[src/rtl/host_mailbox_arbiter.sv]
// host_mailbox_arbiter
//   Host<->FPGA mailbox front end. Waits in IDLE for the host to write START_CODE
//   into the flag word, acknowledges it, then round-robin arbitrates NCH compute
//   channels onto a single SRAM port. Once every channel has pulsed ch_done it
//   writes DONE_CODE to the flag word DONE_REPEAT times and returns to IDLE.
// Ports:
//   clk, rst_n                          clock, async active-low reset
//   in_flag                             host flag word (only looked at in IDLE)
//   flag_we, out_flag                   flag word write strobe / data
//   mem_rd_req, mem_wr_en, mem_addr     SRAM command (one-cycle strobes)
//   mem_wr_data, mem_rd_data            SRAM data (byte-swapped when SWAP_BYTES=1)
//   mem_rd_ready                        SRAM read data valid
//   ch_req, ch_wr, ch_addr, ch_wdata    per-channel request bundle (packed by channel)
//   ch_done                             per-channel completion pulse
//   ch_grant, ch_rvalid, ch_rdata       grant / read-return to channels
//   ready_2_start, busy, err            status (err is a sticky read timeout)
module host_mailbox_arbiter #(
  parameter int unsigned     NCH         = 4,
  parameter int unsigned     AW          = 21,
  parameter int unsigned     DW          = 32,
  parameter bit              SWAP_BYTES  = 1'b1,
  parameter logic [DW-1:0]   START_CODE  = 32'h0001_0000,
  parameter logic [DW-1:0]   ACK_CODE    = 32'h0000_0002,
  parameter logic [DW-1:0]   DONE_CODE   = 32'h0000_0004,
  parameter logic [AW-1:0]   FLAG_ADDR   = 21'h07FFFE,
  parameter int unsigned     DONE_REPEAT = 3,
  parameter int unsigned     RD_TIMEOUT  = 255
) (
  input  logic              clk,
  input  logic              rst_n,
  input  logic [DW-1:0]     in_flag,
  output logic              flag_we,
  output logic [DW-1:0]     out_flag,
  output logic              mem_rd_req,
  output logic              mem_wr_en,
  output logic [AW-1:0]     mem_addr,
  output logic [DW-1:0]     mem_wr_data,
  input  logic [DW-1:0]     mem_rd_data,
  input  logic              mem_rd_ready,
  input  logic [NCH-1:0]    ch_req,
  input  logic [NCH-1:0]    ch_wr,
  input  logic [NCH*AW-1:0] ch_addr,
  input  logic [NCH*DW-1:0] ch_wdata,
  input  logic [NCH-1:0]    ch_done,
  output logic [NCH-1:0]    ch_grant,
  output logic [NCH-1:0]    ch_rvalid,
  output logic [DW-1:0]     ch_rdata,
  output logic              ready_2_start,
  output logic              busy,
  output logic              err
);

  localparam int unsigned NB = DW / 8;
  localparam int unsigned PW = (NCH > 1) ? $clog2(NCH) : 1;
  localparam int unsigned TW = (RD_TIMEOUT > 0) ? $clog2(RD_TIMEOUT + 1) : 1;
  localparam int unsigned RW = $clog2(DONE_REPEAT + 1);

  typedef enum logic [2:0] {
    S_IDLE    = 3'd0,
    S_ACK     = 3'd1,
    S_RUN     = 3'd2,
    S_RD_WAIT = 3'd3,
    S_DONE    = 3'd4
  } state_t;

  state_t           state, state_nxt;
  logic [PW-1:0]    rr_ptr, rr_ptr_nxt;
  logic [PW-1:0]    rd_ch, rd_ch_nxt;
  logic [NCH-1:0]   done_mask, done_mask_nxt;
  logic [TW-1:0]    to_cnt, to_cnt_nxt;
  logic [RW-1:0]    rep_cnt, rep_cnt_nxt;

  logic             flag_we_nxt, mem_rd_req_nxt, mem_wr_en_nxt;
  logic [DW-1:0]    out_flag_nxt, mem_wr_data_nxt, ch_rdata_nxt;
  logic [AW-1:0]    mem_addr_nxt;
  logic [NCH-1:0]   ch_grant_nxt, ch_rvalid_nxt;
  logic             ready_nxt, busy_nxt, err_nxt;

  // Arbiter results
  logic             found;
  logic [PW-1:0]    pick;
  logic [NCH-1:0]   req_eff;
  int unsigned      idx;

  // Per-channel views of the packed request buses
  logic [AW-1:0]    addr_a  [NCH];
  logic [DW-1:0]    wdata_a [NCH];

  for (genvar g = 0; g < NCH; g++) begin : g_unpack
    assign addr_a[g]  = ch_addr[g*AW +: AW];
    assign wdata_a[g] = ch_wdata[g*DW +: DW];
  end

  // Byte-order reversal on the memory side of the data paths
  function automatic logic [DW-1:0] swap(input logic [DW-1:0] d);
    logic [DW-1:0] r;
    r = d;
    if (SWAP_BYTES) begin
      for (int unsigned b = 0; b < NB; b++) r[b*8 +: 8] = d[(NB-1-b)*8 +: 8];
    end
    return r;
  endfunction

  // Round-robin pick. A channel currently seeing its grant is masked: it is
  // still holding the request that was just served.
  always_comb begin
    found   = 1'b0;
    pick    = '0;
    idx     = 0;
    req_eff = ch_req & ~ch_grant;
    for (int unsigned k = 0; k < NCH; k++) begin
      idx = (32'(rr_ptr) + k) % NCH;
      if (!found && req_eff[PW'(idx)]) begin
        found = 1'b1;
        pick  = PW'(idx);
      end
    end
  end

  // Next-state and next-output logic
  always_comb begin
    state_nxt       = state;
    rr_ptr_nxt      = rr_ptr;
    rd_ch_nxt       = rd_ch;
    done_mask_nxt   = (state == S_IDLE) ? done_mask : (done_mask | ch_done);
    to_cnt_nxt      = to_cnt;
    rep_cnt_nxt     = rep_cnt;
    flag_we_nxt     = 1'b0;
    out_flag_nxt    = '0;
    mem_rd_req_nxt  = 1'b0;
    mem_wr_en_nxt   = 1'b0;
    mem_addr_nxt    = mem_addr;
    mem_wr_data_nxt = mem_wr_data;
    ch_grant_nxt    = '0;
    ch_rvalid_nxt   = '0;
    ch_rdata_nxt    = ch_rdata;
    err_nxt         = err;

    case (state)
      S_IDLE: begin
        if (in_flag == START_CODE) begin
          state_nxt     = S_ACK;
          done_mask_nxt = '0;
          flag_we_nxt   = 1'b1;
          out_flag_nxt  = ACK_CODE;
          mem_addr_nxt  = FLAG_ADDR;
        end
      end

      S_ACK: state_nxt = S_RUN;

      S_RUN: begin
        // Finish only once the last write strobe has left the port
        if ((&done_mask) && !mem_wr_en) begin
          state_nxt    = S_DONE;
          rep_cnt_nxt  = '0;
          flag_we_nxt  = 1'b1;
          out_flag_nxt = DONE_CODE;
          mem_addr_nxt = FLAG_ADDR;
        end else if (found) begin
          ch_grant_nxt = NCH'(1) << pick;
          rr_ptr_nxt   = (pick == PW'(NCH - 1)) ? '0 : pick + PW'(1);
          mem_addr_nxt = addr_a[pick];
          if (ch_wr[pick]) begin
            mem_wr_en_nxt   = 1'b1;
            mem_wr_data_nxt = swap(wdata_a[pick]);
          end else begin
            mem_rd_req_nxt = 1'b1;
            rd_ch_nxt      = pick;
            to_cnt_nxt     = '0;
            state_nxt      = S_RD_WAIT;
          end
        end
      end

      S_RD_WAIT: begin
        if (mem_rd_ready) begin
          ch_rvalid_nxt = NCH'(1) << rd_ch;
          ch_rdata_nxt  = swap(mem_rd_data);
          state_nxt     = S_RUN;
        end else if (to_cnt == TW'(RD_TIMEOUT)) begin
          err_nxt       = 1'b1;
          ch_rvalid_nxt = NCH'(1) << rd_ch;
          ch_rdata_nxt  = '0;
          state_nxt     = S_RUN;
        end else if (to_cnt != '1) begin
          to_cnt_nxt = to_cnt + TW'(1);
        end
      end

      S_DONE: begin
        if (rep_cnt == RW'(DONE_REPEAT - 1)) begin
          state_nxt = S_IDLE;
        end else begin
          rep_cnt_nxt  = rep_cnt + RW'(1);
          flag_we_nxt  = 1'b1;
          out_flag_nxt = DONE_CODE;
          mem_addr_nxt = FLAG_ADDR;
        end
      end

      default: state_nxt = S_IDLE;
    endcase

    busy_nxt  = (state_nxt != S_IDLE);
    ready_nxt = (state_nxt == S_RUN) || (state_nxt == S_RD_WAIT);
  end

  // State and registered outputs
  always_ff @(posedge clk or negedge rst_n) begin
    if (!rst_n) begin
      state         <= S_IDLE;
      rr_ptr        <= '0;
      rd_ch         <= '0;
      done_mask     <= '0;
      to_cnt        <= '0;
      rep_cnt       <= '0;
      flag_we       <= 1'b0;
      out_flag      <= '0;
      mem_rd_req    <= 1'b0;
      mem_wr_en     <= 1'b0;
      mem_addr      <= '0;
      mem_wr_data   <= '0;
      ch_grant      <= '0;
      ch_rvalid     <= '0;
      ch_rdata      <= '0;
      ready_2_start <= 1'b0;
      busy          <= 1'b0;
      err           <= 1'b0;
    end else begin
      state         <= state_nxt;
      rr_ptr        <= rr_ptr_nxt;
      rd_ch         <= rd_ch_nxt;
      done_mask     <= done_mask_nxt;
      to_cnt        <= to_cnt_nxt;
      rep_cnt       <= rep_cnt_nxt;
      flag_we       <= flag_we_nxt;
      out_flag      <= out_flag_nxt;
      mem_rd_req    <= mem_rd_req_nxt;
      mem_wr_en     <= mem_wr_en_nxt;
      mem_addr      <= mem_addr_nxt;
      mem_wr_data   <= mem_wr_data_nxt;
      ch_grant      <= ch_grant_nxt;
      ch_rvalid     <= ch_rvalid_nxt;
      ch_rdata      <= ch_rdata_nxt;
      ready_2_start <= ready_nxt;
      busy          <= busy_nxt;
      err           <= err_nxt;
    end
  end

endmodule

[config.mk]
export PLATFORM = sky130hd
export DESIGN_NAME = host_mailbox_arbiter
export DESIGN_NICKNAME = d
export VERILOG_FILES = /design/src/rtl/host_mailbox_arbiter.sv
export SDC_FILE = /design/constraint.sdc
export NUM_CORES = 1
export LEC_CHECK = 0
export CAP_MARGIN = 20
export CORE_AREA = 2 2 166 168
export DETAILED_ROUTE_END_ITERATION = 10
export DIE_AREA = 0 0 168 170
export HOLD_SLACK_MARGIN = 0.1
export SYNTH_ARGS = -nofsm -noshare
export SYNTH_HDL_FRONTEND = slang
export SYNTH_SLANG_ARGS = --single-unit
[constraint.sdc]
create_clock -name clk -period 2 [get_ports clk]
set_input_delay 0.4 -clock clk [delete_from_list [all_inputs] [get_ports clk]]
set_output_delay 0.4 -clock clk [all_outputs]
set_load 0.01 [all_outputs]
### After elaboration in Yosys (flattened, before gate mapping)

Index checks and enable logic that the tools add are counted.

| word-level totals | value |
|---|---|
| bits in registers | 152 |
| output and inout bits | 131 |

| operators by class | value |
|---|---|
| add/sub/neg operators | 6 |
| magnitude comparators | 6 |
| eq/ne operators | 21 |
| shift operators | 2 |
| muxes and demuxes | 75 |
| bitwise gates (word level) | 7 |
| reductions and logical operators | 24 |

Operators with widths:

| kind | number |
|---|---|
| $mux W32 | 4 |
| $mux W21 | 6 |
| $bmux W32 S2 | 1 |
| $pmux W21 S3 | 1 |
| $mux W8 | 6 |
| $bmux W21 S2 | 1 |
| $mux W4 | 9 |
| $eq A32 B17 Y1 const B | 1 |
| $mux W3 | 9 |
| $mux W1 | 20 |
| $mux W2 | 8 |
| $ne A2 B2 Y1 const B | 8 |
| $pmux W8 S2 | 1 |
| $reduce_and A4 Y1 | 4 |
| $lt A2 B3 Y1 const B | 5 |
| $pmux W3 S5 | 1 |
| $eq A3 B2 Y1 const B | 4 |
| $bmux W1 S2 | 5 |
| $pmux W3 S3 | 1 |
| $reduce_and A3 Y1 | 3 |
| $add A8 B1 Y8 const B | 1 |
| $eq A8 B8 Y1 const B | 1 |
| $ne A8 B8 Y1 const B | 1 |
| $shl A1 B2 Y4 const A | 2 |
| other kinds (23) | 38 |

### Logic depth before layout (Yosys ltp)

| depth | value |
|---|---|
| depth after elaboration | 22 |
| gate-level depth with buffers | 10 |
| mapped depth without buffers | 7 |

### Worst setup path before layout

OpenSTA, ideal clock, no wires.

| path | value |
|---|---|
| path type | reg2reg |
| start | register ch_grant[0] |
| end | register rr_ptr[1] |
| data arrival time | 2.062 ns |
| data required time | 1.875 ns |
| slack | -0.186 ns |
| cell stages (with the launch flop) | 9 |
| path buffers | 2 |
| clock period less this slack | 2.186 ns |
| cells stage by stage | dfrtp_1 nand2b_1 o22ai_1 o22a_1 buf_2 buf_1 inv_1 ha_1 mux2_2 |

| on the way | value |
|---|---|
| longest elaborated chain between the ends | 16 |
| elaborated cells on any way between the ends | 28 |
| classes of those cells | 1 x add/sub; 1 x eq/ne; 17 x mux; 2 x bitwise; 7 x reduce/logical |

RTL lines:

| item | line | RTL |
|---|---|---|
| start: declaration | 45 | `output logic [NCH-1:0] ch_grant,` |
| start signal: assignment | 243 | `ch_grant <= ch_grant_nxt;` |
| $not A4 Y4 * | 110 | `req_eff = ch_req & ~ch_grant;` |
| $and A4 B4 Y4 * | 110 |  |
| $bmux W1 S2 | 113 | `if (!found && req_eff[PW'(idx)]) begin` |
| $mux W1 (implied by the code) | 113 |  |
| $mux W1 | 113 |  |
| $logic_not A1 Y1 | 113 |  |
| $logic_and A1 B1 Y1 | 113 |  |
| $mux W1 | 113 |  |
| $logic_not A1 Y1 | 113 |  |
| $logic_and A1 B1 Y1 | 113 |  |
| $mux W1 | 113 |  |
| $logic_not A1 Y1 | 113 |  |
| $logic_and A1 B1 Y1 | 113 |  |
| $mux W2 * | 113 |  |
| net pick[0] | 81 | `logic [PW-1:0] pick;` |
| $add A2 B1 Y2 or $eq A2 B2 Y1 (tied branches) | 162 | `rr_ptr_nxt = (pick == PW'(NCH - 1)) ? '0 : pick + PW'(1);` |
| $mux W2 * | 162 |  |
| end signal: assignment | 232 | `rr_ptr <= rr_ptr_nxt;` |
| end: declaration | 67 | `logic [PW-1:0] rr_ptr, rr_ptr_nxt;` |

Mark *: on every way through the listed nets, which the timed path passes. The rest lies on a longest branch. The select of a mux whose other input is x is not followed.
A chain may end at the register's enable or synchronous reset.

### Final worst setup path

| path | value |
|---|---|
| start | register ch_grant[3] |
| end | register mem_wr_data[2] |

| on the way | value |
|---|---|
| longest elaborated chain between the ends | 18 |
| elaborated cells on any way between the ends | 31 |
| classes of those cells | 21 x mux; 3 x bitwise; 7 x reduce/logical |

RTL lines:

| item | line | RTL |
|---|---|---|
| $not A4 Y4 * | 110 |  |
| $and A4 B4 Y4 * | 110 |  |
| $bmux W1 S2 | 113 |  |
| $mux W1 (implied by the code) | 113 |  |
| $mux W1 | 113 |  |
| $logic_not A1 Y1 | 113 |  |
| $logic_and A1 B1 Y1 | 113 |  |
| $mux W1 | 113 |  |
| $logic_not A1 Y1 | 113 |  |
| $logic_and A1 B1 Y1 | 113 |  |
| $mux W1 | 113 |  |
| $logic_not A1 Y1 | 113 |  |
| $logic_and A1 B1 Y1 | 113 |  |
| $mux W2 | 113 |  |
| $not A2 Y3 (implied by the code) | 166 | `mem_wr_data_nxt = swap(wdata_a[pick]);` |
| $bmux W32 S2 | 166 |  |
| $mux W32 (implied by the code) (2 in series) | 166 |  |
| end signal: assignment | 242 | `mem_wr_data <= mem_wr_data_nxt;` |
| end: declaration | 37 | `output logic [DW-1:0] mem_wr_data,` |

Every way passes the cells marked *; elsewhere a longest branch is shown, timed or not. The select of a mux whose other input is x is not followed.

==> results.cfg <==
[place]
gp_routability_congestion = 0.840
place_area_mm2 = 0.0112
hpwl_um = 19600
numPortBuffers = 391

[timing]
timing.final.ws_setup_ns = -0.164
setup_repair_after_global_routing_missed_its_margin = yes
fin_skew_ns = 0.00671
clock.fmax_ghz = 0.462
setup-violations-final = 63
final_hold_viol_count = 0
min_period_ns = 2.16
maxSlewHeadroom = 0.571
tightestPinTransition_ns = 0.637
final_max_slew_viol_count = 0
timing.final.crit_share = 1.08

[pwr]
p_seq_frac = 0.267
vdd_drop_max_uv = 508
static_leakage_power_nw = 5.33
cell_internal_pwr_mw = 8.86
power.density_mw_per_mm2 = 1050
p_total_mw = 13.4
power.share.switching = 0.338
power_frac_clock = 0.233
pwr-share-comb = 0.500
netSwitchingPower_mw = 4.52

[yosys]
post_synth_instance_area_mm2 = 0.00667
syn_inst = 662
ys.warnings.count = 0
proportion_of_register_bits_with_asynchronous_set_or_reset_after_synthesis = 1.00
ys_seq_elements = 122
synth_area_per_cell_um2 = 10.1
synth.lib_cells_used.distinct = 50
synth-seq-area-share = 0.458
number_of_enable_type_register_cells_in_the_synthesized_netlist = 0
synthFlopType = dfrtp_1

[critical_path]
timing.critical_path.from_type = register
critical_path.most_common_cell = buf_12
critical_path_cell_sequence = buf_4, nor2b_4, o21bai_1, o22a_2, nand2b_2, o22ai_4, buf_12, buf_12, mux2_2
worstSetupPathType = register to register
type_of_destination_of_the_critical_path = register
crit_start = ch_grant[3]
cp.buffers_inverters = 3
critical_path_arrival_ns = 2.46
worstReg2RegStart = ch_grant[3]
slowest_stage = dfrtp_1
critical-path-max-stage-delay_ns = 0.40
required_ns = 2.29
worstPathMaxFanout = 6
cp_top_delay_family = compound AO/OA/AOI/OAI gates

[detailed_routing]
drt-initial-drc-count = 343
vias = 6801
wl_um = 27900
antenna_left = 0
routedWlPerCell_um = 19.0
drc = 0
routed_via_density = 4.62
drtPass1Iterations = 5

[global_route]
grt_first_pass_wirelength_um = 38700
grt_usage = 0.177
overflow_left_after_global_routing = 0
first_global_vias = 6689
grt_start_max_net_pins = 55
grt_antenna_before_repair = 0

[clock_tree]
cts_tree = done
clock_tree.buffer_depth = 2
h_tree_depth = 4
ctsRootBufferMaster = clkbuf_16
clk_pin_slew_ns = 0.06
cts_inserted_buffers = 17
cts_num_sinks = 122
clkLatencyLatePin_ns = 0.41

[cells_and_area]
n_antenna_cell = 0
post_route_cells_drive_above_1_share = 0.198
area_growth_pct = 91.7
finalNetCount = 1414
finalInstanceArea_mm2 = 0.0128
multi_input_comb_area_mm2 = 0.00354
final_core_utilization = 0.480
sequential_cell_area_mm2 = 0.00305
fillers = 2501

[die]
placementRows = 60
die_w_um = 168
initial_core_util = 0.250
dieHeight_um = 170
ios = 422
fp.coreArea_mm2 = 0.0267
floorplan.die_area_mm2 = 0.0286

[outcome]
run_status = finished, violations left
violated_checks = setup timing

[flow_run]
max_cap_violations = 0

[worst_hold_path]
holdCritPathClass = input port to asynchronous set/reset pin
## area by class of cell
cell class	instances	share of cell area
clock buffer	19	0.0354
sequential	122	0.239
multi-input combinational	483	0.277
tap	341	0.0333
inverter	10	0.00332
timing repair buffer	483	0.402
clock inverter	13	0.0111
## Yosys cell counts, types with 6 or more instances
cell type / number / area share
a21oi_1: 39 / 0.029
a22o_1: 33 / 0.043
a32oi_1: 50 / 0.066
buf_2: 14 / 0.011
buf_4: 32 / 0.036
clkbuf_1: 25 / 0.014
dfrtp_1: 122 / 0.46
ha_1: 6 / 0.011
inv_1: 10 / 0.0056
mux2_2: 7 / 0.012
mux2_4: 29 / 0.065
mux2i_1: 23 / 0.035
nand2_1: 144 / 0.081
nor2_1: 21 / 0.012
nor3_1: 9 / 0.0067
nor4_1: 7 / 0.0066
o21a_1: 18 / 0.020
o21ai_0: 8 / 0.0060
## registers in the layout, indices dropped and copies added, names as in the netlist, 2 cells and up
register and flops:
to_cnt 8, ch_rdata 32, out_flag 2, ch_grant 4, mem_wr_data 32, done_mask 4
rd_ch 2, mem_addr 21, rep_cnt 2, ch_rvalid 4, state 3, rr_ptr 2
## path summary, 6_finish.rpt
kind,to,slack (ns),cells past startpoint
worst max-delay path,mem_wr_data[2],-0.16,9
worst min-delay path,ch_rdata[27],0.40,2
worst max register to register,mem_wr_data[2],-0.16,9
worst min register to register,ch_rvalid[1],0.45,1
max in group asynchronous,mem_wr_data[1],1.03,3
min in group clk,ch_rvalid[1],0.45,1
## placed cells by master, fill, tap and decap left out, drive strengths merged, types with 3 or more instances in the layout
cell type | Yosys | routed
a21oi | 39 | 39
a22o | 33 | 33
a32oi | 50 | 50
and2 | 6 | 6
buf | 51 | 87
clkbuf | 25 | 24
clkdlybuf4s50 | 0 | 386
clkinv | 0 | 4
clkinvlp | 0 | 5
conb | 1 | 30
dfrtp | 122 | 122
dlygate4sd2 | 0 | 3
ha | 6 | 6
inv | 10 | 12
mux2 | 36 | 36
mux2i | 24 | 24
nand2 | 144 | 144
nand2b | 7 | 7
nand3 | 4 | 4
nand4 | 5 | 5
nor2 | 21 | 21
nor2b | 5 | 5
nor3 | 9 | 9
nor4 | 8 | 8
o21a | 18 | 18
o21ai | 10 | 10
o221ai | 3 | 3
o22ai | 3 | 3
or3 | 4 | 4
xnor2 | 4 | 4
## metrics by stage
stage                     setup TNS (ns)  setup slack, ns  hold WS [ns]  cells
after global routing              -12.16           -0.243         0.401   1471
after floorplan                    -4.71           -0.154         0.104    691
after detailed placement          -38.30           -0.678         0.269   1401
after global placement            -35.19           -0.620         0.265   1401
after CTS                          -5.63           -0.164         0.385   1454
final                              -6.61           -0.164         0.401   1471
## cells by family (layout without fill, tap and decap cells)
kind of cell | Yosys count | count (layout) | share of synthesized area
AOI/OAI and AO/OA | 162 | 162 | 0.184
xor gates and xnor gates | 6 | 6 | 0.00788
adders and majority gates | 6 | 6 | 0.0113
buffers and inverters | 86 | 525 | 0.0763
DFF | 122 | 122 | 0.458
muxes | 60 | 60 | 0.115
other | 1 | 30 | 0.000562
and+or+nand+nor | 219 | 219 | 0.148
## layer usage
layer / GRT usage / wire (um) / up-vias
met5: 0 / 0 / -
met4: 0.0510 / 532 / 0
met3: 0.0437 / 1590 / 26
met2: 0.317 / 14400 / 244
met1: 0.209 / 11300 / 3298
li1: - / - / 3233
## power by group through the flow
stage	clock network (mW)	registers, mW	logic (mW)
4_1_cts	3.19	3.57	6.37
3_5_place_dp	0	3.59	5.73
5_1_grt	3.31	3.66	7.09
2_1_floorplan	0	3.83	2.46
3_3_place_gp	0	3.59	5.67
6_report	3.11	3.57	6.69
## what timing repair did
action / 4_1_cts / 5_1_grt
setup endpoints to repair: 62 / 66
resized for setup: 46 / 67
endpoints found under the hold margin: 19 / 0
setup buffers: 11 / 15
cloned: 9 / 6
pin swaps: 9 / 27
hold buffers: 1 / 0
Note: power is estimated with default switching activity, not from simulation.
==> variant (same flow settings) <==
Set the parameter `SWAP_BYTES` to 1'b0 (it was 1'b1).
--- a/src/rtl/host_mailbox_arbiter.sv
+++ b/src/rtl/host_mailbox_arbiter.sv
@@ -20,3 +20,3 @@
   parameter int unsigned     DW          = 32,
-  parameter bit              SWAP_BYTES  = 1'b1,
+  parameter bit              SWAP_BYTES  = 1'b0,
   parameter logic [DW-1:0]   START_CODE  = 32'h0001_0000,
Function: changed (Yosys sat finds a counterexample within 4 cycles, from zero or initial values and one cycle with rst_n low).
==> variant against the unedited design <==
The run still ends with negative setup slack left; final area rose by 2.0%; routed wire length fell by 0.94%; total power rose by 2.6%; synthesized area fell by 2.5%; critical path depth did not move; critical endpoint is now mem_wr_data[17]; count of clock-buffer cells in the layout did not move; sequential cell count did not move; clock skew rose by 0.011 ns; worst setup slack got worse by 0.12 ns; sequential power rose by 2%; highest routed layer is now met5; cell count rose by 0.27%; largest cell class unchanged.
==> variant: results <==
export IMPL_status="finished, violations left"
export IMPL_violations="negative setup slack"
export IMPL_vias=6892
export IMPL_routed_wl_met2_mm=14.4
export IMPL_placed_area_um2=11100
export IMPL_power_leakage_nw=5.45
export IMPL_yosys_area_share_adder_pct=1.15
export IMPL_drtPass1Iterations=4
export IMPL_grt_pass1_wl_mm=40.2
export IMPL_grtUsageMet3_pct=4.98
export IMPL_synth_common_cells="dfrtp_1 (122), nand2_1 (111), a21oi_1 (70), a22o_1 (33)"
export IMPL_cts_setup_buffers=24
export IMPL_ir_drop_mv=0.458
export IMPL_preCtsSetupSlack_ns=-0.740
export IMPL_maxUsedRoutingLayer="met5"
export IMPL_max_stage_delay_ns=0.38
export IMPL_synth_compound_area_share_pct=20.7
export IMPL_worstPathArrival_ns=2.58
export IMPL_synth_xor_area_share_pct=0.538
export IMPL_nets=1421
export IMPL_critPathMaxFanout=7
export IMPL_timing_clock_skew_ns=0.0174
export IMPL_grt_max_degree=75
export IMPL_gp_congestion=0.783
export IMPL_antenna_found_initial=2
export IMPL_nFillCells=2455
export IMPL_drtIter0Drc=247
export IMPL_grt_util_all_layers_pct=18.5
export IMPL_powerComb_mw=7.26
export IMPL_p_switching_mw=4.58
export IMPL_setup_ws_ns=-0.284
export IMPL_drv_slew=0
export IMPL_syn_inst=661
export IMPL_dpl_hpwl_mm=18.8
export IMPL_p_comb_share_pct=52.9
export IMPL_syn_to_final_growth_pct=100
export IMPL_finalSetupViolations=64
export IMPL_pwr_group_clock_mw=2.82
export IMPL_postCtsResizedCells=97
export IMPL_route_met3_wl_mm=1.75
export IMPL_wire_per_inst_um=18.7
export IMPL_yosys_top_cells_area="dfrtp_1 (47%), nand2_1 (6.4%), a21oi_1 (5.4%)"
export IMPL_grt_pass1_vias=7037
export IMPL_drive_gt1_share_pct=20.2
export IMPL_tns_ns=-9.61
[variant: final cells by class]
class / instances / area share [%]
clock inverters: 9 / 0.604
well taps: 341 / 3.27
diodes: 1 / 0.0192
repair buffers: 490 / 41.2
clock buffers: 19 / 3.40
flip-flops and latches: 122 / 23.4
inverters: 10 / 0.326
multi-input cells: 483 / 27.8
[variant: final timing paths]
check | startpoint | endpoint | slack (ns) | cells after the start
min | rst_n | mem_addr[16] | 0.44 | 2
min reg2reg | rd_ch[1] | ch_rvalid[0] | 0.45 | 1
max | ch_grant[3] | mem_wr_data[17] | -0.28 | 9
max in group asynchronous | rst_n | mem_wr_data[9] | 0.84 | 3
max reg2reg | ch_grant[3] | mem_wr_data[17] | -0.28 | 9
min in group clk | rd_ch[1] | ch_rvalid[0] | 0.45 | 1
[variant: critical path, delay by kind of cell (launching register included)]
kind,cells,cell delay [ns]
flops,1,0.38
compound gates,1,0.19
buf+inv,3,0.41
mux,1,0.30
simple gates,4,0.90
